**src/rtl/pong_game_ctrl_if.sv**
```systemverilog
// Control/status bundle between the Pong game controller and the video pipeline.
// master drives the frame tick, keys and collision pulses; slave returns game-flow controls.
interface pong_game_ctrl_if;
  logic       refr_tick;
  logic       right_k;
  logic       left_k;
  logic       hit;
  logic       miss;
  logic [2:0] state;
  logic       ball_rst;
  logic       ball_en;
  logic       paddle_en;
  logic [7:0] score;
  logic [2:0] lives;
  logic       game_over;

  modport master (
    output refr_tick, right_k, left_k, hit, miss,
    input  state, ball_rst, ball_en, paddle_en, score, lives, game_over
  );

  modport slave (
    input  refr_tick, right_k, left_k, hit, miss,
    output state, ball_rst, ball_en, paddle_en, score, lives, game_over
  );
endinterface

```
**src/rtl/pong_game_ctrl.sv**
```systemverilog
// Pong game-flow controller: sequences idle/serve/play/game-over, keeps BCD score and lives.
module pong_game_ctrl #(
  parameter int unsigned LIVES        = 3,
  parameter int unsigned SERVE_FRAMES = 60,
  parameter int unsigned OVER_FRAMES  = 180
) (
  input logic             clk,
  input logic             rstn,
  pong_game_ctrl_if.slave bus
);

  localparam int unsigned TIMER_W = 8;
  localparam int unsigned LIVES_W = 3;
  localparam int unsigned SCORE_W = 8;

  typedef enum logic [2:0] {
    ST_IDLE  = 3'd0,
    ST_SERVE = 3'd1,
    ST_PLAY  = 3'd2,
    ST_OVER  = 3'd3
  } state_t;

  // {ball_rst, ball_en, paddle_en, game_over}
  typedef logic [3:0] ctl_t;

  state_t               state_q;
  ctl_t                 ctl_q;
  logic [TIMER_W-1:0]   timer_q;
  logic [SCORE_W-1:0]   score_q;
  logic [LIVES_W-1:0]   lives_q;
  logic                 key_q;
  logic                 key_c;
  logic                 start_c;

  localparam logic [TIMER_W-1:0] SERVE_LAST = TIMER_W'(SERVE_FRAMES - 1);
  localparam logic [TIMER_W-1:0] OVER_LAST  = TIMER_W'(OVER_FRAMES - 1);
  localparam logic [LIVES_W-1:0] LIVES_INIT = LIVES_W'(LIVES);

  function automatic ctl_t decode(input state_t s);
    case (s)
      ST_SERVE: decode = 4'b1010;
      ST_PLAY:  decode = 4'b0110;
      ST_OVER:  decode = 4'b1001;
      default:  decode = 4'b1000;
    endcase
  endfunction

  // Two-digit BCD increment, 99 wraps to 00.
  function automatic logic [SCORE_W-1:0] bcd_inc(input logic [SCORE_W-1:0] s);
    logic [3:0] tens;
    logic [3:0] ones;
    tens = s[7:4];
    ones = s[3:0];
    if (ones == 4'd9) begin
      ones = 4'd0;
      tens = (tens == 4'd9) ? 4'd0 : tens + 4'd1;
    end else begin
      ones = ones + 4'd1;
    end
    bcd_inc = {tens, ones};
  endfunction

  assign key_c   = bus.right_k | bus.left_k;
  assign start_c = key_c & ~key_q;

  // Outputs are loaded alongside each state change so they are registered with it.
  always_ff @(posedge clk or negedge rstn) begin
    if (!rstn) begin
      state_q <= ST_IDLE;
      ctl_q   <= decode(ST_IDLE);
      timer_q <= '0;
      score_q <= '0;
      lives_q <= LIVES_INIT;
      key_q   <= 1'b0;
    end else begin
      key_q <= key_c;
      case (state_q)
        ST_IDLE: begin
          if (start_c) begin
            state_q <= ST_SERVE;
            ctl_q   <= decode(ST_SERVE);
            timer_q <= '0;
            score_q <= '0;
            lives_q <= LIVES_INIT;
          end
        end
        ST_SERVE: begin
          if (bus.refr_tick) begin
            if (timer_q == SERVE_LAST) begin
              state_q <= ST_PLAY;
              ctl_q   <= decode(ST_PLAY);
              timer_q <= '0;
            end else begin
              timer_q <= timer_q + TIMER_W'(1);
            end
          end
        end
        ST_PLAY: begin
          // A miss takes priority and drops any coincident hit.
          if (bus.miss) begin
            lives_q <= lives_q - LIVES_W'(1);
            timer_q <= '0;
            if (lives_q == LIVES_W'(1)) begin
              state_q <= ST_OVER;
              ctl_q   <= decode(ST_OVER);
            end else begin
              state_q <= ST_SERVE;
              ctl_q   <= decode(ST_SERVE);
            end
          end else if (bus.hit) begin
            score_q <= bcd_inc(score_q);
          end
        end
        ST_OVER: begin
          if (bus.refr_tick) begin
            if (timer_q == OVER_LAST) begin
              state_q <= ST_IDLE;
              ctl_q   <= decode(ST_IDLE);
              timer_q <= '0;
            end else begin
              timer_q <= timer_q + TIMER_W'(1);
            end
          end
        end
        default: begin
          state_q <= ST_IDLE;
          ctl_q   <= decode(ST_IDLE);
          timer_q <= '0;
        end
      endcase
    end
  end

  assign bus.state     = state_q;
  assign bus.ball_rst  = ctl_q[3];
  assign bus.ball_en   = ctl_q[2];
  assign bus.paddle_en = ctl_q[1];
  assign bus.game_over = ctl_q[0];
  assign bus.score     = score_q;
  assign bus.lives     = lives_q;

endmodule

```
**src/flat_wrapper.sv**
```systemverilog
// flat-port wrapper written by rule: the top's interface ports become plain ports
module pong_game_ctrl_flat 
#(
  parameter int unsigned LIVES        = 3,
  parameter int unsigned SERVE_FRAMES = 60,
  parameter int unsigned OVER_FRAMES  = 180
)
  (clk, rstn, bus_refr_tick, bus_right_k, bus_left_k, bus_hit, bus_miss, bus_state, bus_ball_rst, bus_ball_en, bus_paddle_en, bus_score, bus_lives, bus_game_over);
  pong_game_ctrl_if bus_i ();
  input logic clk;
  input logic rstn;
  input wire logic [$bits(bus_i.refr_tick)-1:0] bus_refr_tick;
  input wire logic [$bits(bus_i.right_k)-1:0] bus_right_k;
  input wire logic [$bits(bus_i.left_k)-1:0] bus_left_k;
  input wire logic [$bits(bus_i.hit)-1:0] bus_hit;
  input wire logic [$bits(bus_i.miss)-1:0] bus_miss;
  output wire logic [$bits(bus_i.state)-1:0] bus_state;
  output wire logic [$bits(bus_i.ball_rst)-1:0] bus_ball_rst;
  output wire logic [$bits(bus_i.ball_en)-1:0] bus_ball_en;
  output wire logic [$bits(bus_i.paddle_en)-1:0] bus_paddle_en;
  output wire logic [$bits(bus_i.score)-1:0] bus_score;
  output wire logic [$bits(bus_i.lives)-1:0] bus_lives;
  output wire logic [$bits(bus_i.game_over)-1:0] bus_game_over;
  assign bus_i.refr_tick = bus_refr_tick;
  assign bus_i.right_k = bus_right_k;
  assign bus_i.left_k = bus_left_k;
  assign bus_i.hit = bus_hit;
  assign bus_i.miss = bus_miss;
  assign bus_state = bus_i.state;
  assign bus_ball_rst = bus_i.ball_rst;
  assign bus_ball_en = bus_i.ball_en;
  assign bus_paddle_en = bus_i.paddle_en;
  assign bus_score = bus_i.score;
  assign bus_lives = bus_i.lives;
  assign bus_game_over = bus_i.game_over;
  pong_game_ctrl #(.LIVES(LIVES), .SERVE_FRAMES(SERVE_FRAMES), .OVER_FRAMES(OVER_FRAMES)) u_core (.clk(clk), .rstn(rstn), .bus(bus_i));
endmodule
```
**config.mk**
```make
export PLATFORM = sky130hd
export DESIGN_NAME = pong_game_ctrl_flat
export DESIGN_NICKNAME = d
export VERILOG_FILES = /design/src/rtl/pong_game_ctrl_if.sv /design/src/rtl/pong_game_ctrl.sv /design/src/flat_wrapper.sv
export SDC_FILE = /design/constraint.sdc
export NUM_CORES = 1
export LEC_CHECK = 0
export BUFFER_PORTS_ARGS = -buffer_cell sky130_fd_sc_hd__buf_4
export CAP_MARGIN = 20
export CELL_PAD_IN_SITES_DETAIL_PLACEMENT = 1
export CELL_PAD_IN_SITES_GLOBAL_PLACEMENT = 1
export CORE_MARGIN = 10
export CORE_UTILIZATION = 45
export CTS_CLUSTER_DIAMETER = 50
export DETAILED_ROUTE_END_ITERATION = 16
export PLACE_DENSITY = 0.93
export SLEW_MARGIN = 20
export SYNTH_ARGS = -nofsm -noshare
export SYNTH_HDL_FRONTEND = slang
export SYNTH_SLANG_ARGS = --single-unit
```
**constraint.sdc**
```tcl
create_clock -name clk -period 5.7 [get_ports clk]
set_clock_uncertainty 0.05 [all_clocks]
set_input_delay 0.57 -clock clk [delete_from_list [all_inputs] [get_ports clk]]
set_output_delay 0.57 -clock clk [all_outputs]
set_load 0.02 [all_outputs]
```
After elaboration in Yosys (flattened, before gate mapping). Index checks and enable logic that the tools add are counted.

Output and inout port bits: 18. Bits of input ports: 7. Bits in registers: 27. Logic and storage cells: 70.

Eq/ne operators: 17. Reductions and logical operators: 7. $add $sub $neg: 4. Bitwise operators: 3. Mux-type cells: 32.

Operators with widths (number): two-way mux 8 bit (8); two-way mux 4 bit (9); one-hot mux 8 bit (4 select lines) (1); two-way mux 3 bit (8); one-hot mux 4 bit (4 select lines) (1); one-hot mux 8 bit (2 select lines) (1); one-hot mux 3 bit (4 select lines) (1); inequality test 2 bit, second input constant (5); adder 4 x 1 -> 4 bit, second input constant (2); adder 8 x 1 -> 8 bit, second input constant (1); equality test 4 bit, second input constant (2); equality test 8 x 6 -> 1 bit, second input constant (1); equality test 8 bit, second input constant (1); inequality test 2 x 1 -> 1 bit, second input constant (4); AND reduction 4 bit (2); equality test 3 x 1 -> 1 bit, second input constant (2); equality test 3 x 2 -> 1 bit, second input constant (2); one-hot mux 3 bit (2 select lines) (1); AND reduction 6 bit (1); AND reduction 5 bit (1); two-way mux 2 bit (2); logical NOT 3 bit (1); AND reduction 3 bit (1); subtractor 3 x 1 -> 3 bit, second input constant (1); 4 further kinds (4).

Logic depth before layout (Yosys ltp).
Depth after elaboration: 6. Gate-level depth with buffers: 6. Depth with buffers taken out: 6.

Worst setup path before layout. OpenSTA, ideal clock, no wires.

Path kind: reg-to-reg. Start: register u_core.state_q[1] (netlist: u_core.bus.state[1]). End: register u_core.ctl_q[1]. Period minus slack after synthesis: 1.914 ns. Data arrival time: 1.738 ns. Stages on the path, launching flop included: 5. Data required time: 5.524 ns. Path buffers: 0. Slack: 3.786 ns. Library setup time: 0.126 ns. Cells stage by stage: dfrtp_1 > or3b_1 > a2111o_1 > mux2_2 > o32a_1.

Cells in the longest elaborated chain, start to end: 3. Elaborated cells between the ends (all ways): 12. Classes of those cells: eq/ne (9); mux (1); reduce/logical (2).

Ends and longest elaborated chain: start, declared (RTL line pong_game_ctrl.sv:26) `state_t state_q;`; start signal, assigned (RTL line pong_game_ctrl.sv:69) `state_q <= ST_IDLE;`; start signal, assigned (RTL line pong_game_ctrl.sv:80) `state_q <= ST_SERVE;`; start signal, assigned (RTL line pong_game_ctrl.sv:90) `state_q <= ST_PLAY;`; equality test 3 x 2 -> 1 bit, or another cell as far along (RTL line pong_game_ctrl.sv:77) `case (state_q)`; inequality test 2 x 1 -> 1 bit (no line) or inequality test 2 bit (tied branches); AND reduction 6 bit (no line); end signal, assigned (RTL line pong_game_ctrl.sv:70) `ctl_q <= decode(ST_IDLE);`; end signal, assigned (RTL line pong_game_ctrl.sv:81) `ctl_q <= decode(ST_SERVE);`; end signal, assigned (RTL line pong_game_ctrl.sv:91) `ctl_q <= decode(ST_PLAY);`; end, declared (RTL line pong_game_ctrl.sv:27) `ctl_t ctl_q;`.

Parallel ways exist; a longest one is shown, timed or not. A chain may end at the register's enable or synchronous reset.

Worst setup path after layout. Same ends and word-level chain as after synthesis.

==> metrics.txt <==
outcome finished clean; Hold WC Path Type in2async; Reg2Reg Depth 4; crit start category flop; I/O pin total 25; Top FF cell, synth dfrtp_1; worst r2r src u_core.bus.state[1]$_DFFE_PN0P_; maximum fanout along the worst path 14; worst r2r dst u_core.ctl_q[1]$_DFFE_PN0P_; Synth Cell Area 1460 um^2; syn avg cell area 9.24 um^2; GR Util All Layers 0.141; number of remaining DRC errors 0; Critical Path Sink Type flop; Yosys cell types 47; DRT antenna net count 0; total grt overflow 0; power density cells 226 nW/um^2; Post-CTS Setup Repair Bufs 0; final setup violation count 0; hold buffer count at cts 0; RePlAce Congestion 0.792; synth-to-layout area growth 16.5%; routed via count 1,332; Routed WL 4.02 mm; Area contributors post-synth dfrtp_1 (39%), dfstp_2 (5.4%), nand2_1 (4.6%), ha_1 (4.3%), inv_1 (3.6%); fin util 0.553; crit path from u_core.bus.state[1]$_DFFE_PN0P_; Placed Instance Area 1670 um^2; Seq/Total Area, Yosys 0.448; Final #Nets 193; CP arrival 2.46 ns; CTS Buffer Depth 2; H-Tree Depth 1; Post-synth EDFFs 0; core box area 3080 um^2; Horiz. Die Dim 77.0 um; Critical Path Slowest Stage Cell a2111o_1; post-layout min period 2.27 ns; Synth Area in XOR/XNOR 0.0120; cell taking the most area after synthesis dfrtp_1; final antenna diode count 0; Starting Density 0.474; Post-Syn Instances 158; Fill cells 379; cells along the critical path or3b_1, a2111o_1, mux2_2, o32a_1; cell family with most CP delay compound AO/OA/AOI/OAI gates; CTS resizes 0; syn_nets 170; Critical Path Sink u_core.ctl_q[1]$_DFFE_PN0P_; clk_lat worst skew 0.34 ns; worst path bufs/invs 0; maximum vdd ir drop 0.133 mV; Synth Area in Adders 0.0428; drt initial violations 76; final hold violation count 0; top cells by count, synth dfrtp_1 (23), nand2_1 (18), inv_1 (14); Synth Warn # 0; final setup TNS 0 ns; fin. max-slew vios 0; Register Area 654 um^2; Site Rows 20; cell count along the critical path 4; die height 77.0 um; multi-input logic area 723 um^2; clk root buf clkbuf_4; vias per cell 5.95; DP Wirelength 2.99 mm; largest stage delay on the critical path 0.57 ns; first-pass GRT wire length 6.94 mm; CTS Buf Count 3; Finished Cell Area 1700 um^2; fmax 0.441 GHz; RSZ-0062 raised after global routing false; Async SR Flop Fraction 1.00; CTS tree built; P_leak 0.779 nW; Critical Path RT 5.89 ns; Simple-Gate Fraction of Synth Area 0.204; share of post-route cells with drive strength above 1 0.189; CTS sink count 26; crit share post-route 0.398; Max Cap Violations 0; drt pass-1 iters 4; multiplexer share of the synthesized area 0.0214; largest net degree at the start of global routing 27; critical path class reg2reg; port bufs 23; initial antenna violation count 0; Wirelength per Cell 18.0 um; fraction of the mapped netlist area in compound gates 0.213; reg2reg setup slack 3.43 ns; vias in the first global route 1,424; most frequent cell after synthesis dfrtp_1; die area 5920 um^2; Worst-path clk slew 0.15 ns; post-synthesis register bit count 26; main combinational cell family by area after synthesis compound AO/OA/AOI/OAI gates; top cell type's share of synthesized area 0.394
==> power by group <==
part	leakage, nW	switching, W	internal, W	total, W
Clock	0.0210	0.0000601	0.0000392	0.0000994
Combinational	0.451	0.0000299	0.0000250	0.0000549
Sequential	0.307	0.0000268	0.000203	0.000230
==> cells in the final DEF (no fill, tap or decap), types with 2 or more instances in the layout <==
cell type	n
o211ai_1	3
dfstp_2	3
buf_4	24
a21oi_1	6
mux2i_1	2
o2bb2ai_1	2
ha_1	5
dfrtp_1	23
nand3b_1	3
a21boi_0	3
and3_1	2
nand3_1	10
clkbuf_4	3
nor2_1	4
nand2_1	18
o21ai_0	10
nor3b_1	2
or3_1	3
a31oi_1	6
nand2b_1	5
nand4_1	3
xnor2_1	2
o22ai_1	2
inv_1	14
==> registers in the layout (all words and copies together) (netlist names) <==
register,flops
u_core.timer_q,8
u_core.bus.score,8
u_core.ctl_q,4
u_core.key_q,1
u_core.bus.state,2
u_core.bus.lives,3
==> kinds of logic (layout without fill, tap and decap cells) <==
group           count (synthesis)  after routing
mux                             3              3
simple gates                   56             56
fa+ha+maj                       5              5
flops                          26             26
other cells                     1              1
xor+xnor                        2              2
compound gates                 45             45
buf+inv                        20             42
==> per-stage QoR <==
stage               power (W)  worst slack (ns)  std cells  hold WS [ns]
floorplan            0.000260              3.79        158         0.224
global placement     0.000280              3.53        220         0.421
detailed placement   0.000288              3.47        220         0.439
CTS                  0.000387              3.45        224        0.0631
global route         0.000409              3.36        224        0.0534
finish               0.000384              3.43        224        0.0554
==> final cells by class <==
cell class                 instances  area share
tap                               44      0.0324
sequential                        26       0.385
inverter                          14      0.0309
multi-input combinational        112       0.425
timing repair buffer              24       0.106
clock buffer                       4      0.0213
==> per-layer routing <==
metal  up-vias  GRT usage  part of all wire
met5         -          0                 0
met3        10     0.0326             0.047
met2        37      0.226              0.48
met4         0     0.0706             0.027
li1        624          -                 -
met1       661      0.173              0.45
==> worst min path at each step <==
stage	from	slack, ns	end
2_1_floorplan	rstn	0.22	u_core.bus.lives[2]$_DFFE_PN0P_
3_5_place_dp	u_core.ctl_q[3]$_DFFE_PN1P_	0.44	u_core.ctl_q[3]$_DFFE_PN1P_
6_report	rstn	0.06	u_core.bus.lives[2]$_DFFE_PN0P_
4_1_cts	rstn	0.06	u_core.bus.lives[2]$_DFFE_PN0P_
5_1_grt	rstn	0.05	u_core.bus.score[0]$_DFFE_PN0P_
3_3_place_gp	u_core.ctl_q[3]$_DFFE_PN1P_	0.42	u_core.ctl_q[3]$_DFFE_PN1P_
No activity file was read; power rests on OpenSTA's default activity.
